**config.mk**
```make
export PLATFORM = sky130hd
export DESIGN_NAME = column_cursor
export DESIGN_NICKNAME = d
export VERILOG_FILES = /design/src/rtl/column_cursor_pkg.sv /design/src/rtl/column_cursor_button_conditioner.sv /design/src/rtl/column_cursor.sv
export SDC_FILE = /design/constraint.sdc
export NUM_CORES = 1
export LEC_CHECK = 0
export ABC_CLOCK_PERIOD_IN_PS = 2500
export CORE_MARGIN = 5
export CORE_UTILIZATION = 42
export DETAILED_ROUTE_END_ITERATION = 12
export PLACE_DENSITY = 0.75
export SYNTH_ARGS = -nofsm -noshare
export SYNTH_HDL_FRONTEND = slang
export SYNTH_SLANG_ARGS = --single-unit
```
**constraint.sdc**
```tcl
create_clock -name clk -period 2.5 [get_ports clk]
set_input_delay 0.25 -clock clk [delete_from_list [all_inputs] [get_ports clk]]
set_output_delay 0.25 -clock clk [all_outputs]
set_load 0.1 [all_outputs]
```
**src/rtl/column_cursor_pkg.sv**
```systemverilog
// Shared defaults and helpers for the column_cursor block.
// Auto-repeat is compiled in only when COLUMN_CURSOR_AUTOREPEAT_EN is defined.
package column_cursor_pkg;

    localparam int NCOLS_DEF        = 3;
    localparam int HW_DEF           = 3;
    localparam int DEB_CYCLES_DEF   = 4;
    localparam int REPEAT_DELAY_DEF = 8;
    localparam int REPEAT_RATE_DEF  = 4;

    // Column the brick starts in after reset (and after recovering from an illegal col).
    function automatic int reset_col(input int ncols);
        return ncols / 2;
    endfunction

endpackage

```
**src/rtl/column_cursor_button_conditioner.sv**
```systemverilog
// One raw push-button -> 2-flop synchronizer -> debouncer -> one-cycle move pulse.
// With COLUMN_CURSOR_AUTOREPEAT_EN defined, a held button also emits repeat pulses.
module button_conditioner
    import column_cursor_pkg::*;
#(
    parameter int DEB_CYCLES   = DEB_CYCLES_DEF
`ifdef COLUMN_CURSOR_AUTOREPEAT_EN
    ,
    parameter int REPEAT_DELAY = REPEAT_DELAY_DEF,
    parameter int REPEAT_RATE  = REPEAT_RATE_DEF
`endif
) (
    input  logic clk,
    input  logic reset,
    input  logic btn_i,
    output logic pulse_o
);

    localparam int DW = (DEB_CYCLES > 1) ? $clog2(DEB_CYCLES) : 1;
    localparam logic [DW-1:0] DEB_LAST = DW'(DEB_CYCLES - 1);

    logic          sync1_q;
    logic          sync2_q;
    logic          deb_q;
    logic          deb_d;
    logic          deb_prev_q;
    logic [DW-1:0] cnt_q;
    logic [DW-1:0] cnt_d;
    logic          press;
    logic          pulse_q;
    logic          pulse_d;

    always_ff @(posedge clk) begin
        if (reset) begin
            sync1_q    <= 1'b0;
            sync2_q    <= 1'b0;
            deb_q      <= 1'b0;
            deb_prev_q <= 1'b0;
            cnt_q      <= '0;
            pulse_q    <= 1'b0;
        end else begin
            sync1_q    <= btn_i;
            sync2_q    <= sync1_q;
            deb_q      <= deb_d;
            deb_prev_q <= deb_q;
            cnt_q      <= cnt_d;
            pulse_q    <= pulse_d;
        end
    end

    // Level flips on the DEB_CYCLES-th consecutive disagreeing sample; any agreement restarts the count.
    always_comb begin
        deb_d = deb_q;
        cnt_d = '0;
        if (sync2_q != deb_q) begin
            if (cnt_q == DEB_LAST) begin
                deb_d = ~deb_q;
            end else begin
                cnt_d = cnt_q + DW'(1);
            end
        end
    end

    assign press = deb_q & ~deb_prev_q;

`ifdef COLUMN_CURSOR_AUTOREPEAT_EN
    localparam int REP_MAX = (REPEAT_DELAY > REPEAT_RATE) ? REPEAT_DELAY : REPEAT_RATE;
    localparam int RW      = $clog2(REP_MAX + 1);
    localparam logic [RW-1:0] DELAY_W = RW'(REPEAT_DELAY);
    localparam logic [RW-1:0] RATE_W  = RW'(REPEAT_RATE);

    logic          rep_arm_q;
    logic          rep_arm_d;
    logic          rep_first_q;
    logic          rep_first_d;
    logic [RW-1:0] rep_cnt_q;
    logic [RW-1:0] rep_cnt_d;
    logic          rep_gate;
    logic          rep_fire;

    // Repeats need the level high now and staying high, so a release stops them on the flip edge.
    assign rep_gate = deb_q & deb_d;
    assign rep_fire = rep_arm_q & rep_gate
                      & (rep_cnt_q == (rep_first_q ? DELAY_W : RATE_W));

    always_comb begin
        rep_arm_d   = rep_arm_q;
        rep_first_d = rep_first_q;
        rep_cnt_d   = rep_cnt_q;
        if (press) begin
            rep_arm_d   = 1'b1;
            rep_first_d = 1'b1;
            rep_cnt_d   = RW'(1);
        end else if (!rep_gate) begin
            rep_arm_d   = 1'b0;
            rep_first_d = 1'b0;
            rep_cnt_d   = '0;
        end else if (rep_fire) begin
            rep_first_d = 1'b0;
            rep_cnt_d   = RW'(1);
        end else if (rep_arm_q) begin
            rep_cnt_d   = rep_cnt_q + RW'(1);
        end
    end

    always_ff @(posedge clk) begin
        if (reset) begin
            rep_arm_q   <= 1'b0;
            rep_first_q <= 1'b0;
            rep_cnt_q   <= '0;
        end else begin
            rep_arm_q   <= rep_arm_d;
            rep_first_q <= rep_first_d;
            rep_cnt_q   <= rep_cnt_d;
        end
    end

    assign pulse_d = press | rep_fire;
`else
    assign pulse_d = press;
`endif

    assign pulse_o = pulse_q;

endmodule

```
**src/rtl/column_cursor.sv**
```systemverilog
// Falling-brick column cursor: debounced left/right moves gated by column stack heights.
// Define COLUMN_CURSOR_AUTOREPEAT_EN to enable auto-repeat while a button is held.
module column_cursor
    import column_cursor_pkg::*;
#(
    parameter int NCOLS        = NCOLS_DEF,
    parameter int HW           = HW_DEF,
    parameter int DEB_CYCLES   = DEB_CYCLES_DEF,
    parameter int REPEAT_DELAY = REPEAT_DELAY_DEF,
    parameter int REPEAT_RATE  = REPEAT_RATE_DEF,
    localparam int CW          = $clog2(NCOLS)
) (
    input  logic                clk,
    input  logic                reset,
    input  logic                btn_right,
    input  logic                btn_left,
    input  logic                enable,
    input  logic [NCOLS*HW-1:0] heights,
    input  logic [HW-1:0]       row,
    output logic [CW-1:0]       col,
    output logic                moved,
    output logic                blocked
);

    localparam logic [CW-1:0] RESET_COL = CW'(reset_col(NCOLS));
    localparam logic [CW-1:0] LAST_COL  = CW'(NCOLS - 1);

    if (NCOLS < 2 || DEB_CYCLES < 1 || REPEAT_DELAY < 1 || REPEAT_RATE < 1) begin : g_bad_params
        $error("column_cursor: illegal parameter value");
    end

    logic          pulse_right;
    logic          pulse_left;
    logic          req_right;
    logic          req_left;
    logic          col_valid;
    logic          tgt_in_range;
    logic          tgt_free;
    logic [CW-1:0] tgt;
    logic [HW-1:0] tgt_height;
    logic [CW-1:0] col_q;
    logic [CW-1:0] col_d;
    logic          moved_q;
    logic          moved_d;
    logic          blocked_q;
    logic          blocked_d;

    button_conditioner #(
        .DEB_CYCLES   (DEB_CYCLES)
`ifdef COLUMN_CURSOR_AUTOREPEAT_EN
        ,
        .REPEAT_DELAY (REPEAT_DELAY),
        .REPEAT_RATE  (REPEAT_RATE)
`endif
    ) u_right (
        .clk     (clk),
        .reset   (reset),
        .btn_i   (btn_right),
        .pulse_o (pulse_right)
    );

    button_conditioner #(
        .DEB_CYCLES   (DEB_CYCLES)
`ifdef COLUMN_CURSOR_AUTOREPEAT_EN
        ,
        .REPEAT_DELAY (REPEAT_DELAY),
        .REPEAT_RATE  (REPEAT_RATE)
`endif
    ) u_left (
        .clk     (clk),
        .reset   (reset),
        .btn_i   (btn_left),
        .pulse_o (pulse_left)
    );

    // Simultaneous pulses cancel: neither a move nor a refusal.
    assign req_right = pulse_right & ~pulse_left;
    assign req_left  = pulse_left & ~pulse_right;
    assign col_valid = (col_q <= LAST_COL);

    always_comb begin
        tgt          = col_q;
        tgt_in_range = 1'b0;
        if (req_right) begin
            tgt_in_range = (col_q < LAST_COL);
            tgt          = col_q + CW'(1);
        end else if (req_left) begin
            tgt_in_range = (col_q != '0);
            tgt          = col_q - CW'(1);
        end
    end

    always_comb begin
        tgt_height = '0;
        for (int i = 0; i < NCOLS; i++) begin
            if (tgt == CW'(i)) begin
                tgt_height = heights[i*HW +: HW];
            end
        end
    end

    assign tgt_free = (row > tgt_height);

    always_comb begin
        col_d     = col_q;
        moved_d   = 1'b0;
        blocked_d = 1'b0;
        if (!col_valid) begin
            col_d = RESET_COL;
        end else if ((req_right | req_left) && enable) begin
            if (tgt_in_range && tgt_free) begin
                col_d   = tgt;
                moved_d = 1'b1;
            end else begin
                blocked_d = 1'b1;
            end
        end
    end

    always_ff @(posedge clk) begin
        if (reset) begin
            col_q     <= RESET_COL;
            moved_q   <= 1'b0;
            blocked_q <= 1'b0;
        end else begin
            col_q     <= col_d;
            moved_q   <= moved_d;
            blocked_q <= blocked_d;
        end
    end

    assign col     = col_q;
    assign moved   = moved_q;
    assign blocked = blocked_q;

endmodule
```
Word-level counts from Yosys, hierarchy flattened
Index checks and enable logic that the tools add are counted.
Cells by class
  add/sub/neg operators: 4
  magnitude comparators: 3
  equal/unequal tests: 6
  muxes and demuxes: 9
  bitwise logic cells: 15
  reduce and logical (&&, ||, !) cells: 11
Operators with widths (count)
  1-bit NOT: 10
  3-bit two-way mux: 3
  3-bit OR reduction: 3
  2-bit by 1-bit adder with 2-bit output (second input constant): 3
  2-bit equality test (second input constant): 3
  2-bit AND reduction: 3
  1-bit AND: 4
  1-bit two-way mux: 4
  2-bit two-way mux: 2
  3-bit greater-than comparator: 1
  2-bit by 1-bit equality test with 1-bit output (second input constant): 1
  2-bit less-or-equal comparator (second input constant): 1
  1-bit logical AND: 2
  2-bit logical NOT: 1
  2-bit < comparator (second input constant): 1
  1-bit != test: 2
  2-bit nonzero test: 1
  2-bit OR reduction: 1
  2-bit by 1-bit subtractor with 2-bit output (second input constant): 1
  1-bit OR: 1
Storage, ports and cells
  bits in registers: 18
  bits of input ports: 17
  word-level logic and storage cells: 63

Longest topological paths before layout
  word-level depth: 11
  depth in mapped cells: 11
  gate-level depth less buffers: 11

Hierarchy
Synthesis repeated with hierarchy kept, for this count alone.
Unflattened totals
  cells, all modules: 100
  area total of the unflattened synthesis: 1021.0 sq um
By module, submodules not included
  column_cursor: instances 1, cells an instance 66, area each 573.0 sq um, sequential area each 80.1 sq um
  button_conditioner: instances 2, cells an instance 17, area each 224.0 sq um, sequential area each 140.1 sq um

Least setup slack after synthesis
No wires, ideal clock.
  path kind: flip-flop to flip-flop
  from: register col_q[1], in the netlist col[1]
  to: register col_q[0], in the netlist col[0]
  library setup time: 0.126 ns
  data arrival time: 3.160 ns
  path slack: -0.786 ns
  cell stages (with the launch flop): 11
  cells stage by stage: dfxtp_1 inv_1 ha_1 nor3b_1 a221oi_4 and2_1 o2bb2ai_1 ha_1 a311oi_4 nand3b_2 mux2i_1
Between the ends
  longest elaborated chain between the ends: 10
  elaborated cells on any way between the ends: 20
Ends and longest elaborated chain
  from (decl): RTL line column_cursor.sv:41  | logic [CW-1:0] col_q;
  from (signal assigned): RTL line column_cursor.sv:126  | col_q <= col_d;
  2-bit by 1-bit subtractor with 2-bit output: RTL line column_cursor.sv:89  | tgt = col_q - CW'(1);
  2-bit two-way mux: RTL line column_cursor.sv:87  | end else if (req_left) begin
  2-bit two-way mux: RTL line column_cursor.sv:84  | if (req_right) begin
  2-bit logical NOT: RTL line column_cursor.sv:96  | if (tgt == CW'(i)) begin
  3-bit two-way mux (3 in a row): RTL line column_cursor.sv:96
  3-bit greater-than comparator: RTL line column_cursor.sv:102  | assign tgt_free = (row > tgt_height);
  1-bit logical AND: RTL line column_cursor.sv:111  | if (tgt_in_range && tgt_free) begin
  2-bit AND reduction (no line)
Several ways; a longest one is shown, not always the timed one.
A chain may end at the register's enable or synchronous reset.

Worst setup path after layout
  from: register col_q[1], in the netlist col[1]
  to: register blocked_q, in the netlist blocked
Between the ends
  longest elaborated chain between the ends: 10
  elaborated cells on any way between the ends: 20
Ends and longest elaborated chain
  2-bit by 1-bit subtractor with 2-bit output: RTL line column_cursor.sv:89
  2-bit two-way mux: RTL line column_cursor.sv:87
  2-bit two-way mux: RTL line column_cursor.sv:84
  2-bit logical NOT: RTL line column_cursor.sv:96
  3-bit two-way mux (3 in a row): RTL line column_cursor.sv:96
  3-bit greater-than comparator: RTL line column_cursor.sv:102
  1-bit logical AND: RTL line column_cursor.sv:111
  1-bit two-way mux: RTL line column_cursor.sv:111
  to (signal assigned): RTL line column_cursor.sv:128  | blocked_q <= blocked_d;
  to (decl): RTL line column_cursor.sv:45  | logic blocked_q;
Several ways; a longest one is shown, not always the timed one.

==> flow_summary_export.csv <==
group,metric,value,unit
setup_path,cp_cell_sequence,"inv_4 -> ha_4 -> nor3b_4 -> a221oi_4 -> buf_4 -> mux2i_1 -> o2bb2ai_1 -> ha_1 -> a311oi_4 -> buf_4 -> a2111oi_4",
floorplan,initial_core_utilization,44.32,%
setup_path,critical_path_sink_type,"flip-flop",
logic_synthesis,ys_warn_count,0,
global_routing,gr-total-overflow,0,
cells_and_area,post-route-cell-area,1271,µm²
placed_design,post-place-cells,132,
global_routing,grt_max_degree,17,
power_and_ir_drop,power-per-cell-area,387.5,nW/µm²
timing,finClkSkew,0.002860,ns
route,drt_first_pass_iters,2,
logic_synthesis,synthDistinctLibCells,25,
cells_and_area,mostFrequentLayoutCells,"clkdlybuf4s50_1, dfxtp_1, buf_4, nor2b_1",
floorplan,rows,16,
clocking,cts.sinks,18,
route,route.detailed.vias_per_inst,4.827,
setup_path,max_stage_delay,0.39,ns
logic_synthesis,post_synth_instance_area,878.3,µm²
logic_synthesis,synthCells,82,
setup_path,slowest_stage,"a311oi_4",
setup_path,worstPathArrival,2.76,ns
route,route.detailed.wl_per_inst,12.35,µm
timing,relSlewSlack,59.41,%
global_routing,first_global_vias,698,
clocking,cts_inserted_buffers,3,
power_and_ir_drop,ir_worst_vdd,0.3329,mV
clocking,cts-root-to-sink-buffers,2,
floorplan,top_level_pins,21,
cells_and_area,layout-area-overhead-vs-synth,44.73,%
logic_synthesis,synth-seq-area-share,41.03,%
clocking,clk_lat_worst_skew,0.29,ns
timing,setup_viol,4,
placed_design,place_congestion,0.7451,
timing,timing_max_transition_violations_final,0,
route,drt-initial-drc-count,2,
timing,postLayoutSetupSlackWorst,-0.09735,ns
logic_synthesis,ffs_latches_synth,18,
logic_synthesis,post-synth-top-area-fraction,41.03,%
hold_path,type_of_the_worst_min_delay_path,"flip-flop to flip-flop",
setup_path,crit_required,2.66,ns
timing,hold_violations,0,
clocking,worst_setup_hold_path_clk_slew,0.09,ns
status,outcome,"finished, violations left",
global_routing,first_pass_grt_wire_length,3029,µm
floorplan,chipHeight,55.73,µm
setup_path,critPathKind,"flip-flop to flip-flop",
timing,worst_slew_pin_slew,0.6070,ns
logic_synthesis,syn_area_per_cell,10.71,µm²
route,vias,671,
timing,unrepaired_setup_endpoints_after_global_routing,"yes",
placed_design,portBuffers,20,
logic_synthesis,ys_top_cells_by_area,"dfxtp_1, ha_1, mux2i_1",
clocking,clk_root_buffer_cell,"clkbuf_4",
power_and_ir_drop,leakage,0.5187,nW
timing,min_period_over_period,103.9,%
cells_and_area,antenna-diode-count,0,
job,cap_viol_max_count,0,
cells_and_area,mostFrequentLayoutCell,"clkdlybuf4s50_1",
logic_synthesis,synth.largest_area_cell,"dfxtp_1",
cells_and_area,layout.filler_cells,157,
clocking,cts_hold_buf,0,
cells_and_area,fin_util,64.14,%
global_routing,gr-usage-all-layers,12.19,%
placed_design,dp_hpwl,1329,µm
setup_path,critPathLaunchType,"flip-flop",
floorplan,design.die.area,3106,µm²
placed_design,detailed_place.area,1172,µm²
setup_path,critical_path.max_fanout,5,
route,wirelength,1717,µm
timing,clock.fmax,0.3850,GHz
timing,layout_min_cycle_time,2.597,ns
clocking,tritoncts,"done",
clocking,cts_max_level,1,
global_routing,antenna_found_initial,0,
logic_synthesis,postSynthNetCount,108,
floorplan,die_x,55.73,µm
route,final_ant_viol_nets,0,
route,route.detailed.drc,0,
floorplan,core_region_area,1982,µm²
status,violations,"negative setup slack",
setup_path,path_common_cell,"buf_4",
cells_and_area,final_cell_count_no_fill,139,
cells_and_area,nets,139,
cells_and_area,drive_gt1_share,31.25,%
## logic make-up after synthesis
| family | synth area share, % |
|---|---|
| flip-flops | 41.03 |
| multiplexers | 9.686 |
| XOR/XNOR | 2.992 |
| AND/OR/NAND/NOR | 18.80 |
| AO/OA/AOI/OAI | 11.25 |
| buffers and inverters | 3.419 |
| adder cells (fa/ha/maj) | 12.82 |
## final cells by class
type | count | area [µm²] | area share, %
Clock buffer | 4 | 26.28 | 2.067
Inverter | 7 | 28.78 | 2.264
Multi-Input combinational cell | 56 | 570.5 | 44.88
Sequential cell | 18 | 369.1 | 29.04
Tap cell | 27 | 33.78 | 2.657
Timing Repair Buffer | 27 | 242.7 | 19.09
## cells in the mapped netlist, drive strengths merged
| cell type | count |
|---|---|
| a2111oi | 1 |
| a21oi | 1 |
| a221oi | 1 |
| a2bb2oi | 2 |
| a311oi | 1 |
| and2 | 1 |
| clkbuf | 1 |
| dfxtp | 18 |
| ha | 9 |
| inv | 7 |
| mux2 | 1 |
| mux2i | 7 |
| nand2 | 2 |
| nand2b | 1 |
| nand3b | 1 |
| nor2 | 7 |
| nor2b | 8 |
| nor3 | 2 |
| nor3b | 1 |
| nor4 | 1 |
| o21ai | 1 |
| o2bb2ai | 1 |
| or3 | 4 |
| xnor2 | 3 |
## where the power goes
part / switching (mW) / total [mW] / internal [mW]
Clock: 0.0828 / 0.145 / 0.0621
Combinational: 0.0227 / 0.0577 / 0.0349
Sequential: 0.00167 / 0.290 / 0.288
Total: 0.107 / 0.493 / 0.385
## final timing paths
kind / from / end / slack [ns] / depth (start not counted)
worst min register to register: u_right.deb_prev_q$_SDFF_PP0_ / u_right.pulse_o$_SDFF_PP0_ / 0.38 / 1
worst max-delay path: col[1]$_SDFFE_PP0P_ / blocked$_SDFF_PP0_ / -0.1 / 11
worst min-delay path: u_right.deb_prev_q$_SDFF_PP0_ / u_right.pulse_o$_SDFF_PP0_ / 0.38 / 1
worst max register to register: col[1]$_SDFFE_PP0P_ / blocked$_SDFF_PP0_ / -0.1 / 11
## routing by layer
metal  global-route usage (%)  part of all wire (%)  vias to the layer above
li1                         -                     -                      342
met1                    13.13                    42                      313
met2                    21.79                    52                       11
met3                    1.624                   3.1                        5
met4                    8.333                   3.1                        0
met5                        0                     0                        -
## critical path, delay by kind of cell, from the launching register on
family,cells,cell delay (ns)
adder cells (fa/ha/maj),2,0.60
AO/OA/AOI/OAI,4,0.86
buffers and inverters,3,0.42
flip-flops,1,0.37
multiplexers,1,0.17
AND/OR/NAND/NOR,1,0.05
## timing repair
item | in CTS | in global routing
setup endpoints to repair | 4 | 4
setup buffers | 2 | 1
cloned | 0 | 0
pin swaps | 8 | 3
gates resized for setup | 8 | 2
## per-stage QoR
stage          setup WS, ns  hold WS, ns  total power, mW  setup TNS, ns
2_1_floorplan      -0.07032       0.3291           0.3224        -0.2024
3_3_place_gp        -0.1208       0.3759           0.3512        -0.1328
3_5_place_dp        -0.2074       0.3789           0.3517        -0.5565
4_1_cts            -0.06264       0.3853           0.4986        -0.1530
5_1_grt             -0.2129       0.4061           0.5159        -0.8306
6_report           -0.09735       0.3830           0.4926        -0.3239
Power figures use the tool's default switching activity.
